**config.mk**
```make
export PLATFORM = sky130hd
export DESIGN_NAME = pipe_hazard_ctrl_flat
export DESIGN_NICKNAME = d
export VERILOG_FILES = /design/src/rtl/pipe_hazard_ctrl_pkg.sv /design/src/rtl/pipe_hazard_ctrl_if.sv /design/src/rtl/pipe_hazard_ctrl_hazard_detect.sv /design/src/rtl/pipe_hazard_ctrl.sv /design/src/flat_wrapper.sv
export SDC_FILE = /design/constraint.sdc
export NUM_CORES = 1
export LEC_CHECK = 0
export BUFFER_PORTS_ARGS = -buffer_cell sky130_fd_sc_hd__buf_2
export CORE_ASPECT_RATIO = 1.25
export CORE_MARGIN = 5
export CORE_UTILIZATION = 52
export DETAILED_ROUTE_END_ITERATION = 6
export GPL_TIMING_DRIVEN = 0
export PLACE_DENSITY = 0.81
export SLEW_MARGIN = 0
export SYNTH_ARGS = -nofsm -noshare
export SYNTH_HDL_FRONTEND = slang
export SYNTH_SLANG_ARGS = --single-unit
```
**constraint.sdc**
```tcl
create_clock -name clk -period 2.48 [get_ports clk]
set_input_delay 0.496 -clock clk [delete_from_list [all_inputs] [get_ports clk]]
set_output_delay 0.496 -clock clk [all_outputs]
set_load 0.02 [all_outputs]
```
**src/rtl/pipe_hazard_ctrl_pkg.sv**
```systemverilog
// Shared types for the pipeline hazard controller: FSM encoding, register-index width
// and the stage-register ld/flush bundle.
package pipe_hazard_ctrl_pkg;

  localparam int unsigned REG_W = 4;

  typedef enum logic [1:0] {
    ST_RUN      = 2'd0,
    ST_MEM_WAIT = 2'd1,
    ST_MEM_DONE = 2'd2
  } state_e;

  // Order of the stage-register controls, PC first down to MEM/WB.
  typedef struct packed {
    logic pc_ld;
    logic if_id_ld;
    logic if_id_flush;
    logic id_ex_ld;
    logic id_ex_flush;
    logic ex_mem_ld;
    logic mem_wb_ld;
  } ctrl_t;

endpackage

```
**src/rtl/pipe_hazard_ctrl_if.sv**
```systemverilog
// Datapath/SRAM-facing signal bundle of the hazard controller.
// master = controller side, slave = datapath/SRAM side.
interface pipe_hazard_ctrl_if #(
  parameter int unsigned CNT_W = 16
);
  import pipe_hazard_ctrl_pkg::*;

  logic [REG_W-1:0] id_src1;
  logic [REG_W-1:0] id_src2;
  logic             id_two_src;
  logic [REG_W-1:0] exe_dest;
  logic             exe_wb_en;
  logic             exe_mem_r_en;
  logic [REG_W-1:0] mem_dest;
  logic             mem_wb_en;
  logic             mem_op;
  logic             br_taken;
  logic             sram_ready;
  logic             sram_req;
  logic             pc_ld;
  logic             if_id_ld;
  logic             if_id_flush;
  logic             id_ex_ld;
  logic             id_ex_flush;
  logic             ex_mem_ld;
  logic             mem_wb_ld;
  logic             bus_err;
  logic [CNT_W-1:0] stall_cnt;
  logic [CNT_W-1:0] flush_cnt;

  modport master (
    input  id_src1, id_src2, id_two_src, exe_dest, exe_wb_en, exe_mem_r_en,
           mem_dest, mem_wb_en, mem_op, br_taken, sram_ready,
    output sram_req, pc_ld, if_id_ld, if_id_flush, id_ex_ld, id_ex_flush,
           ex_mem_ld, mem_wb_ld, bus_err, stall_cnt, flush_cnt
  );

  modport slave (
    output id_src1, id_src2, id_two_src, exe_dest, exe_wb_en, exe_mem_r_en,
           mem_dest, mem_wb_en, mem_op, br_taken, sram_ready,
    input  sram_req, pc_ld, if_id_ld, if_id_flush, id_ex_ld, id_ex_flush,
           ex_mem_ld, mem_wb_ld, bus_err, stall_cnt, flush_cnt
  );

endinterface

```
**src/rtl/pipe_hazard_ctrl_hazard_detect.sv**
```systemverilog
// Combinational RAW detector for the instruction in ID against EXE/MEM destinations.
// With forwarding only a load in EXE can stall; without it any pending writeback does.
module pipe_hazard_ctrl_hazard_detect
  import pipe_hazard_ctrl_pkg::*;
#(
  parameter bit FWD_EN = 1'b0
) (
  input  logic [REG_W-1:0] src1,
  input  logic [REG_W-1:0] src2,
  input  logic             two_src,
  input  logic [REG_W-1:0] exe_dest,
  input  logic             exe_wb_en,
  input  logic             exe_mem_r_en,
  input  logic [REG_W-1:0] mem_dest,
  input  logic             mem_wb_en,
  output logic             hazard_c
);

  logic exe_match;
  logic mem_match;
  logic raw_any;
  logic load_use;

  always_comb begin
    exe_match = (src1 == exe_dest) || (two_src && (src2 == exe_dest));
    mem_match = (src1 == mem_dest) || (two_src && (src2 == mem_dest));
    raw_any   = (exe_wb_en && exe_match) || (mem_wb_en && mem_match);
    load_use  = exe_mem_r_en && exe_match;
    hazard_c  = FWD_EN ? load_use : raw_any;
  end

endmodule

```
**src/rtl/pipe_hazard_ctrl.sv**
```systemverilog
// Pipeline sequencer: per-stage ld/flush, PC load, SRAM request FSM with timeout,
// sticky bus error and saturating stall/flush performance counters.
module pipe_hazard_ctrl
  import pipe_hazard_ctrl_pkg::*;
#(
  parameter bit          FWD_EN  = 1'b0,
  parameter int unsigned TIMEOUT = 64,
  parameter int unsigned CNT_W   = 16
) (
  input logic                clk,
  input logic                rst_n,
  pipe_hazard_ctrl_if.master bus
);

  localparam int unsigned WAIT_W = (TIMEOUT > 2) ? $clog2(TIMEOUT) : 1;
  localparam logic [WAIT_W-1:0] WAIT_LAST = WAIT_W'(TIMEOUT - 1);

  state_e             state_q,     state_d;
  logic [WAIT_W-1:0]  wait_cnt_q,  wait_cnt_d;
  logic               sram_req_q,  sram_req_d;
  logic               bus_err_q,   bus_err_d;
  logic [CNT_W-1:0]   stall_cnt_q, stall_cnt_d;
  logic [CNT_W-1:0]   flush_cnt_q, flush_cnt_d;
  logic               hazard_c;
  logic               frozen_c;
  ctrl_t              ctrl_c;
  ctrl_t              ctrl_out_c;

  pipe_hazard_ctrl_hazard_detect #(.FWD_EN(FWD_EN)) u_hazard_detect (
    .src1         (bus.id_src1),
    .src2         (bus.id_src2),
    .two_src      (bus.id_two_src),
    .exe_dest     (bus.exe_dest),
    .exe_wb_en    (bus.exe_wb_en),
    .exe_mem_r_en (bus.exe_mem_r_en),
    .mem_dest     (bus.mem_dest),
    .mem_wb_en    (bus.mem_wb_en),
    .hazard_c     (hazard_c)
  );

  // Next state, stage controls and counter updates.
  always_comb begin
    state_d     = state_q;
    wait_cnt_d  = wait_cnt_q;
    bus_err_d   = bus_err_q;
    stall_cnt_d = stall_cnt_q;
    flush_cnt_d = flush_cnt_q;
    frozen_c    = 1'b0;
    ctrl_c      = '0;

    unique case (state_q)
      ST_RUN: begin
        if (bus.mem_op) begin
          frozen_c   = 1'b1;
          state_d    = ST_MEM_WAIT;
          wait_cnt_d = '0;
        end
      end
      ST_MEM_WAIT: begin
        frozen_c = 1'b1;
        if (bus.sram_ready) begin
          state_d    = ST_MEM_DONE;
          wait_cnt_d = '0;
        end else if (wait_cnt_q == WAIT_LAST) begin
          state_d    = ST_MEM_DONE;
          wait_cnt_d = '0;
          bus_err_d  = 1'b1;
        end else begin
          wait_cnt_d = wait_cnt_q + WAIT_W'(1);
        end
      end
      ST_MEM_DONE: state_d = ST_RUN;
      default:     state_d = ST_RUN;
    endcase

    if (frozen_c) begin
      if (~&stall_cnt_q) stall_cnt_d = stall_cnt_q + CNT_W'(1);
    end else if (bus.br_taken) begin
      ctrl_c = '{pc_ld: 1'b1, if_id_ld: 1'b1, if_id_flush: 1'b1, id_ex_ld: 1'b1,
                 id_ex_flush: 1'b1, ex_mem_ld: 1'b1, mem_wb_ld: 1'b1};
      if (~&flush_cnt_q) flush_cnt_d = flush_cnt_q + CNT_W'(1);
    end else if (hazard_c) begin
      // Hold PC and IF/ID, inject a bubble into ID/EX, let older stages drain.
      ctrl_c = '{pc_ld: 1'b0, if_id_ld: 1'b0, if_id_flush: 1'b0, id_ex_ld: 1'b1,
                 id_ex_flush: 1'b1, ex_mem_ld: 1'b1, mem_wb_ld: 1'b1};
      if (~&stall_cnt_q) stall_cnt_d = stall_cnt_q + CNT_W'(1);
    end else begin
      ctrl_c = '{pc_ld: 1'b1, if_id_ld: 1'b1, if_id_flush: 1'b0, id_ex_ld: 1'b1,
                 id_ex_flush: 1'b0, ex_mem_ld: 1'b1, mem_wb_ld: 1'b1};
    end

    sram_req_d = (state_d == ST_MEM_WAIT);
  end

  always_ff @(posedge clk or negedge rst_n) begin
    if (!rst_n) begin
      state_q     <= ST_RUN;
      wait_cnt_q  <= '0;
      sram_req_q  <= 1'b0;
      bus_err_q   <= 1'b0;
      stall_cnt_q <= '0;
      flush_cnt_q <= '0;
    end else begin
      state_q     <= state_d;
      wait_cnt_q  <= wait_cnt_d;
      sram_req_q  <= sram_req_d;
      bus_err_q   <= bus_err_d;
      stall_cnt_q <= stall_cnt_d;
      flush_cnt_q <= flush_cnt_d;
    end
  end

  // Stage registers must not load or flush while reset is asserted.
  assign ctrl_out_c = rst_n ? ctrl_c : '0;

  assign bus.pc_ld       = ctrl_out_c.pc_ld;
  assign bus.if_id_ld    = ctrl_out_c.if_id_ld;
  assign bus.if_id_flush = ctrl_out_c.if_id_flush;
  assign bus.id_ex_ld    = ctrl_out_c.id_ex_ld;
  assign bus.id_ex_flush = ctrl_out_c.id_ex_flush;
  assign bus.ex_mem_ld   = ctrl_out_c.ex_mem_ld;
  assign bus.mem_wb_ld   = ctrl_out_c.mem_wb_ld;
  assign bus.sram_req    = sram_req_q;
  assign bus.bus_err     = bus_err_q;
  assign bus.stall_cnt   = stall_cnt_q;
  assign bus.flush_cnt   = flush_cnt_q;

endmodule
```
**src/flat_wrapper.sv**
```systemverilog
// flat-port wrapper written by rule: the top's interface ports become plain ports
module pipe_hazard_ctrl_flat import pipe_hazard_ctrl_pkg::*;
#(
  parameter bit          FWD_EN  = 1'b0,
  parameter int unsigned TIMEOUT = 64,
  parameter int unsigned CNT_W   = 16
)
  (clk, rst_n, bus_id_src1, bus_id_src2, bus_id_two_src, bus_exe_dest, bus_exe_wb_en, bus_exe_mem_r_en, bus_mem_dest, bus_mem_wb_en, bus_mem_op, bus_br_taken, bus_sram_ready, bus_sram_req, bus_pc_ld, bus_if_id_ld, bus_if_id_flush, bus_id_ex_ld, bus_id_ex_flush, bus_ex_mem_ld, bus_mem_wb_ld, bus_bus_err, bus_stall_cnt, bus_flush_cnt);
  pipe_hazard_ctrl_if #(.CNT_W(CNT_W)) bus_i ();
  input logic clk;
  input logic rst_n;
  input wire logic [$bits(bus_i.id_src1)-1:0] bus_id_src1;
  input wire logic [$bits(bus_i.id_src2)-1:0] bus_id_src2;
  input wire logic [$bits(bus_i.id_two_src)-1:0] bus_id_two_src;
  input wire logic [$bits(bus_i.exe_dest)-1:0] bus_exe_dest;
  input wire logic [$bits(bus_i.exe_wb_en)-1:0] bus_exe_wb_en;
  input wire logic [$bits(bus_i.exe_mem_r_en)-1:0] bus_exe_mem_r_en;
  input wire logic [$bits(bus_i.mem_dest)-1:0] bus_mem_dest;
  input wire logic [$bits(bus_i.mem_wb_en)-1:0] bus_mem_wb_en;
  input wire logic [$bits(bus_i.mem_op)-1:0] bus_mem_op;
  input wire logic [$bits(bus_i.br_taken)-1:0] bus_br_taken;
  input wire logic [$bits(bus_i.sram_ready)-1:0] bus_sram_ready;
  output wire logic [$bits(bus_i.sram_req)-1:0] bus_sram_req;
  output wire logic [$bits(bus_i.pc_ld)-1:0] bus_pc_ld;
  output wire logic [$bits(bus_i.if_id_ld)-1:0] bus_if_id_ld;
  output wire logic [$bits(bus_i.if_id_flush)-1:0] bus_if_id_flush;
  output wire logic [$bits(bus_i.id_ex_ld)-1:0] bus_id_ex_ld;
  output wire logic [$bits(bus_i.id_ex_flush)-1:0] bus_id_ex_flush;
  output wire logic [$bits(bus_i.ex_mem_ld)-1:0] bus_ex_mem_ld;
  output wire logic [$bits(bus_i.mem_wb_ld)-1:0] bus_mem_wb_ld;
  output wire logic [$bits(bus_i.bus_err)-1:0] bus_bus_err;
  output wire logic [$bits(bus_i.stall_cnt)-1:0] bus_stall_cnt;
  output wire logic [$bits(bus_i.flush_cnt)-1:0] bus_flush_cnt;
  assign bus_i.id_src1 = bus_id_src1;
  assign bus_i.id_src2 = bus_id_src2;
  assign bus_i.id_two_src = bus_id_two_src;
  assign bus_i.exe_dest = bus_exe_dest;
  assign bus_i.exe_wb_en = bus_exe_wb_en;
  assign bus_i.exe_mem_r_en = bus_exe_mem_r_en;
  assign bus_i.mem_dest = bus_mem_dest;
  assign bus_i.mem_wb_en = bus_mem_wb_en;
  assign bus_i.mem_op = bus_mem_op;
  assign bus_i.br_taken = bus_br_taken;
  assign bus_i.sram_ready = bus_sram_ready;
  assign bus_sram_req = bus_i.sram_req;
  assign bus_pc_ld = bus_i.pc_ld;
  assign bus_if_id_ld = bus_i.if_id_ld;
  assign bus_if_id_flush = bus_i.if_id_flush;
  assign bus_id_ex_ld = bus_i.id_ex_ld;
  assign bus_id_ex_flush = bus_i.id_ex_flush;
  assign bus_ex_mem_ld = bus_i.ex_mem_ld;
  assign bus_mem_wb_ld = bus_i.mem_wb_ld;
  assign bus_bus_err = bus_i.bus_err;
  assign bus_stall_cnt = bus_i.stall_cnt;
  assign bus_flush_cnt = bus_i.flush_cnt;
  pipe_hazard_ctrl #(.FWD_EN(FWD_EN), .TIMEOUT(TIMEOUT), .CNT_W(CNT_W)) u_core (.clk(clk), .rst_n(rst_n), .bus(bus_i));
endmodule
```
==> flow_metrics.py <==
metrics = {
    "synth": {
        "yosysWarnings": 0,
        "synth_nets": 251,
        "yosysMostFrequentCell": "dfrtp_1",
        "yosysSeqAreaShare_pct": 45.1,
        "synth-seq-cells": 42,
        "synth-edff-count": 0,
        "syn-mean-instance-area_um2": 10.5,
        "synth_area_leader_cell": "dfrtp_1",
        "synthTopCellsByArea": "dfrtp_1 (45%), xor2_1 (6.8%), xnor2_1 (6.4%)",
        "ys_types": 47,
        "synthFlopType": "dfrtp_1",
        "syn_inst": 223,
        "yosys-top-cells-count": "dfrtp_1 (42), nand2_1 (19), xor2_1 (18)",
        "netlist.area_leader.share_pct": 45.1,
        "postSynth.asyncResetShare_pct": 100,
        "netlist_area_um2": 2330,
    },
    "route": {
        "wire_per_inst_um": 14.2,
        "drt-total-wl_um": 5100,
        "vias_per_cell": 5.51,
        "drc": 0,
        "firstDrtPassIters": 4,
        "drt_iter0_drc": 125,
        "detail-route-antenna-nets": 0,
        "vias": 1974,
    },
    "setup_path": {
        "crit_type": "in2out",
        "r2r_end": "u_core.bus.stall_cnt[6]",
        "cp.arrival_ns": 1.86,
        "worstReg2RegStart": "u_core.bus.stall_cnt[0]",
        "worst_path_max_delay_cell": "a222oi_1",
        "slowest_delay_ns": 0.40,
        "r2r_slack_ns": 0.22,
        "r2r_cells": 7,
        "cp_cell_sequence": "buf_2 -> a222oi_1 -> nor4b_4 -> o31ai_4 -> and2_4 -> buf_4 -> buf_6",
        "start_kind": "primary input",
        "cp-end-kind": "primary output",
        "path_max_fanout": 3,
        "cp.required_ns": 1.98,
    },
    "finish": {
        "layout.nets": 327,
        "area_delta_synth_final_pct": 25.8,
        "drive_gt1_share_pct": 34.0,
        "final_core_util_pct": 66.8,
        "instances_no_fill": 358,
        "antennaDiodeCount": 0,
    },
    "global_route": {
        "antenna_found_initial": 0,
        "grt_max_degree": 45,
        "grt_pass1_vias": 2027,
        "track_usage_pct": 18.3,
        "grt_pass1_wl_um": 9090,
        "grt.overflow.total": 0,
    },
    "placed_design": {
        "gp_congestion": 0.783,
        "dp_cells": 345,
        "hpwlAfterDp_um": 3800,
        "portBuffers": 64,
    },
    "timing": {
        "period_share_pct": 95.0,
        "clock.fmax_mhz": 424,
        "slew_headroom_pct": 63.5,
        "slew_violations": 0,
        "finalSetupTns_ns": 0,
        "worstMarginPinSlew_ns": 0.546,
        "rsz0062_at_grt": "false",
        "setup_viol": 0,
        "hold_slack_ns": 0.178,
        "finalClockSkew_ns": 0.00567,
        "period_needed_ns": 2.36,
        "hold_viol": 0,
    },
    "status": {
        "outcome": "finished clean",
    },
    "floorplanning": {
        "io_pins": 66,
        "die_height_um": 84.9,
        "rows": 27,
        "core_area_um2": 4390,
        "initial_utilization_pct": 53.1,
        "die_area_um2": 5930,
        "die_w_um": 69.9,
    },
    "job": {
        "drv_cap": 0,
    },
    "power": {
        "seq_power_share_pct": 39.9,
        "powerDensity_nw_per_um2": 894,
        "clkPwrFrac_pct": 25.5,
        "ir_drop_mv": 0.592,
        "p_comb_share_pct": 34.6,
        "p_int_w": 0.00166,
        "netSwitchingFraction_pct": 36.8,
        "p_leak_nw": 1.40,
        "power.total_w": 0.00262,
        "switchingPower_w": 0.000964,
    },
    "clock_tree": {
        "clockBufferDepth": 2,
        "cts_root_buf": "clkbuf_8",
        "clock_latency_ns": 0.29,
        "clk_pin_slew_ns": 0.08,
        "cts_made_buffers": 5,
        "clock_sinks": 42,
        "htree_levels": 2,
        "cts_tree": "yes",
    },
    "hold_path": {
        "holdCritPathClass": "in2async",
    },
}
-- worst max path at each step --
stage | from | slack, ns | end | cells past startpoint
2_1_floorplan | bus_id_src2[2] | 0.07 | bus_pc_ld | 7
3_3_place_gp | bus_id_src2[1] | -0.18 | bus_pc_ld | 9
3_5_place_dp | bus_id_src2[1] | -0.18 | bus_pc_ld | 9
4_1_cts | u_core.state_q[0] | 0.008 | bus_pc_ld | 6
5_1_grt | u_core.bus.stall_cnt[0] | 0.02 | u_core.bus.stall_cnt[6] | 7
6_report | bus_exe_dest[1] | 0.12 | bus_pc_ld | 7
-- registers in the layout, indices dropped and copies added, names as in the netlist --
signal,cells
u_core.wait_cnt_q,6
u_core.bus.bus_err,1
u_core.bus.sram_req,1
u_core.bus.stall_cnt,16
u_core.bus.flush_cnt,16
u_core.state_q,2
-- metal layers --
metal	up-vias	share of wire [%]	GRT usage [%]
li1	955	-	-
met1	946	42	22.7
met2	66	50	31.6
met3	7	6.6	4.50
met4	0	1.5	5.23
met5	-	0	0
-- worst max-delay path: cells and delay by family --
family                 cells  cell delay (ns)
AOI/OAI and AO/OA          2             0.51
and+or+nand+nor            2             0.49
buffers and inverters      3             0.36
-- what timing repair did --
action | 4_1_cts | 5_1_grt
pin swaps | 3 | 4
resized for setup | 3 | 8
buffers inserted | 3 | 3
gates cloned | 0 | 0
hold buffers | 0 | 0
setup endpoints to repair | 6 | 3
-- power by group through the flow --
stage          Sequential (W)  Combinational, W  Clock [W]
2_1_floorplan         0.00120          0.000419          0
3_3_place_gp          0.00104          0.000865          0
3_5_place_dp          0.00105          0.000882          0
4_1_cts               0.00104          0.000894   0.000678
5_1_grt               0.00108          0.000997   0.000703
6_report              0.00105          0.000907   0.000670
-- cell type report --
cell class,count,area (µm²)
buffer,5,32.5
clock buffer,6,82.6
clock inverter,2,60.1
fill,344,1460
inverter,8,30.0
multi-input combinational,167,1220
sequential,42,1050
tap,58,72.6
timing repair buffer,70,380
-- through the flow --
step | setup WS (ns) | instance area (µm²)
2_1_floorplan | 0.0727 | 2340
3_3_place_gp | -0.182 | 2730
3_5_place_dp | -0.184 | 2730
4_1_cts | 0.00777 | 2890
5_1_grt | 0.0175 | 2930
6_report | 0.123 | 2930
-- kinds of logic after synthesis --
group,synth area share (%)
AOI/OAI and AO/OA,15.9
xor gates and xnor gates,13.1
adders and majority gates,1.61
buffers and inverters,3.06
DFF,45.1
muxes,3.27
and+or+nand+nor,18.0
-- placed cells by master (no fill, tap or decap), types with 3 or more instances in the layout --
cell type,synthesis,layout
ha_1,3,3
buf_4,3,10
nand3_1,15,15
and4_1,3,3
xor2_1,18,18
a211oi_1,8,8
a21o_1,3,3
and2_1,4,3
dfrtp_1,42,42
inv_1,8,6
and3_1,6,6
buf_2,0,61
mux2_2,5,5
a21oi_1,6,6
o21ai_0,6,6
nand2_1,19,19
xnor2_1,17,17
nand4_1,3,3
clkbuf_8,0,6
nor2_1,14,14
(Power assumes the default switching activity.)
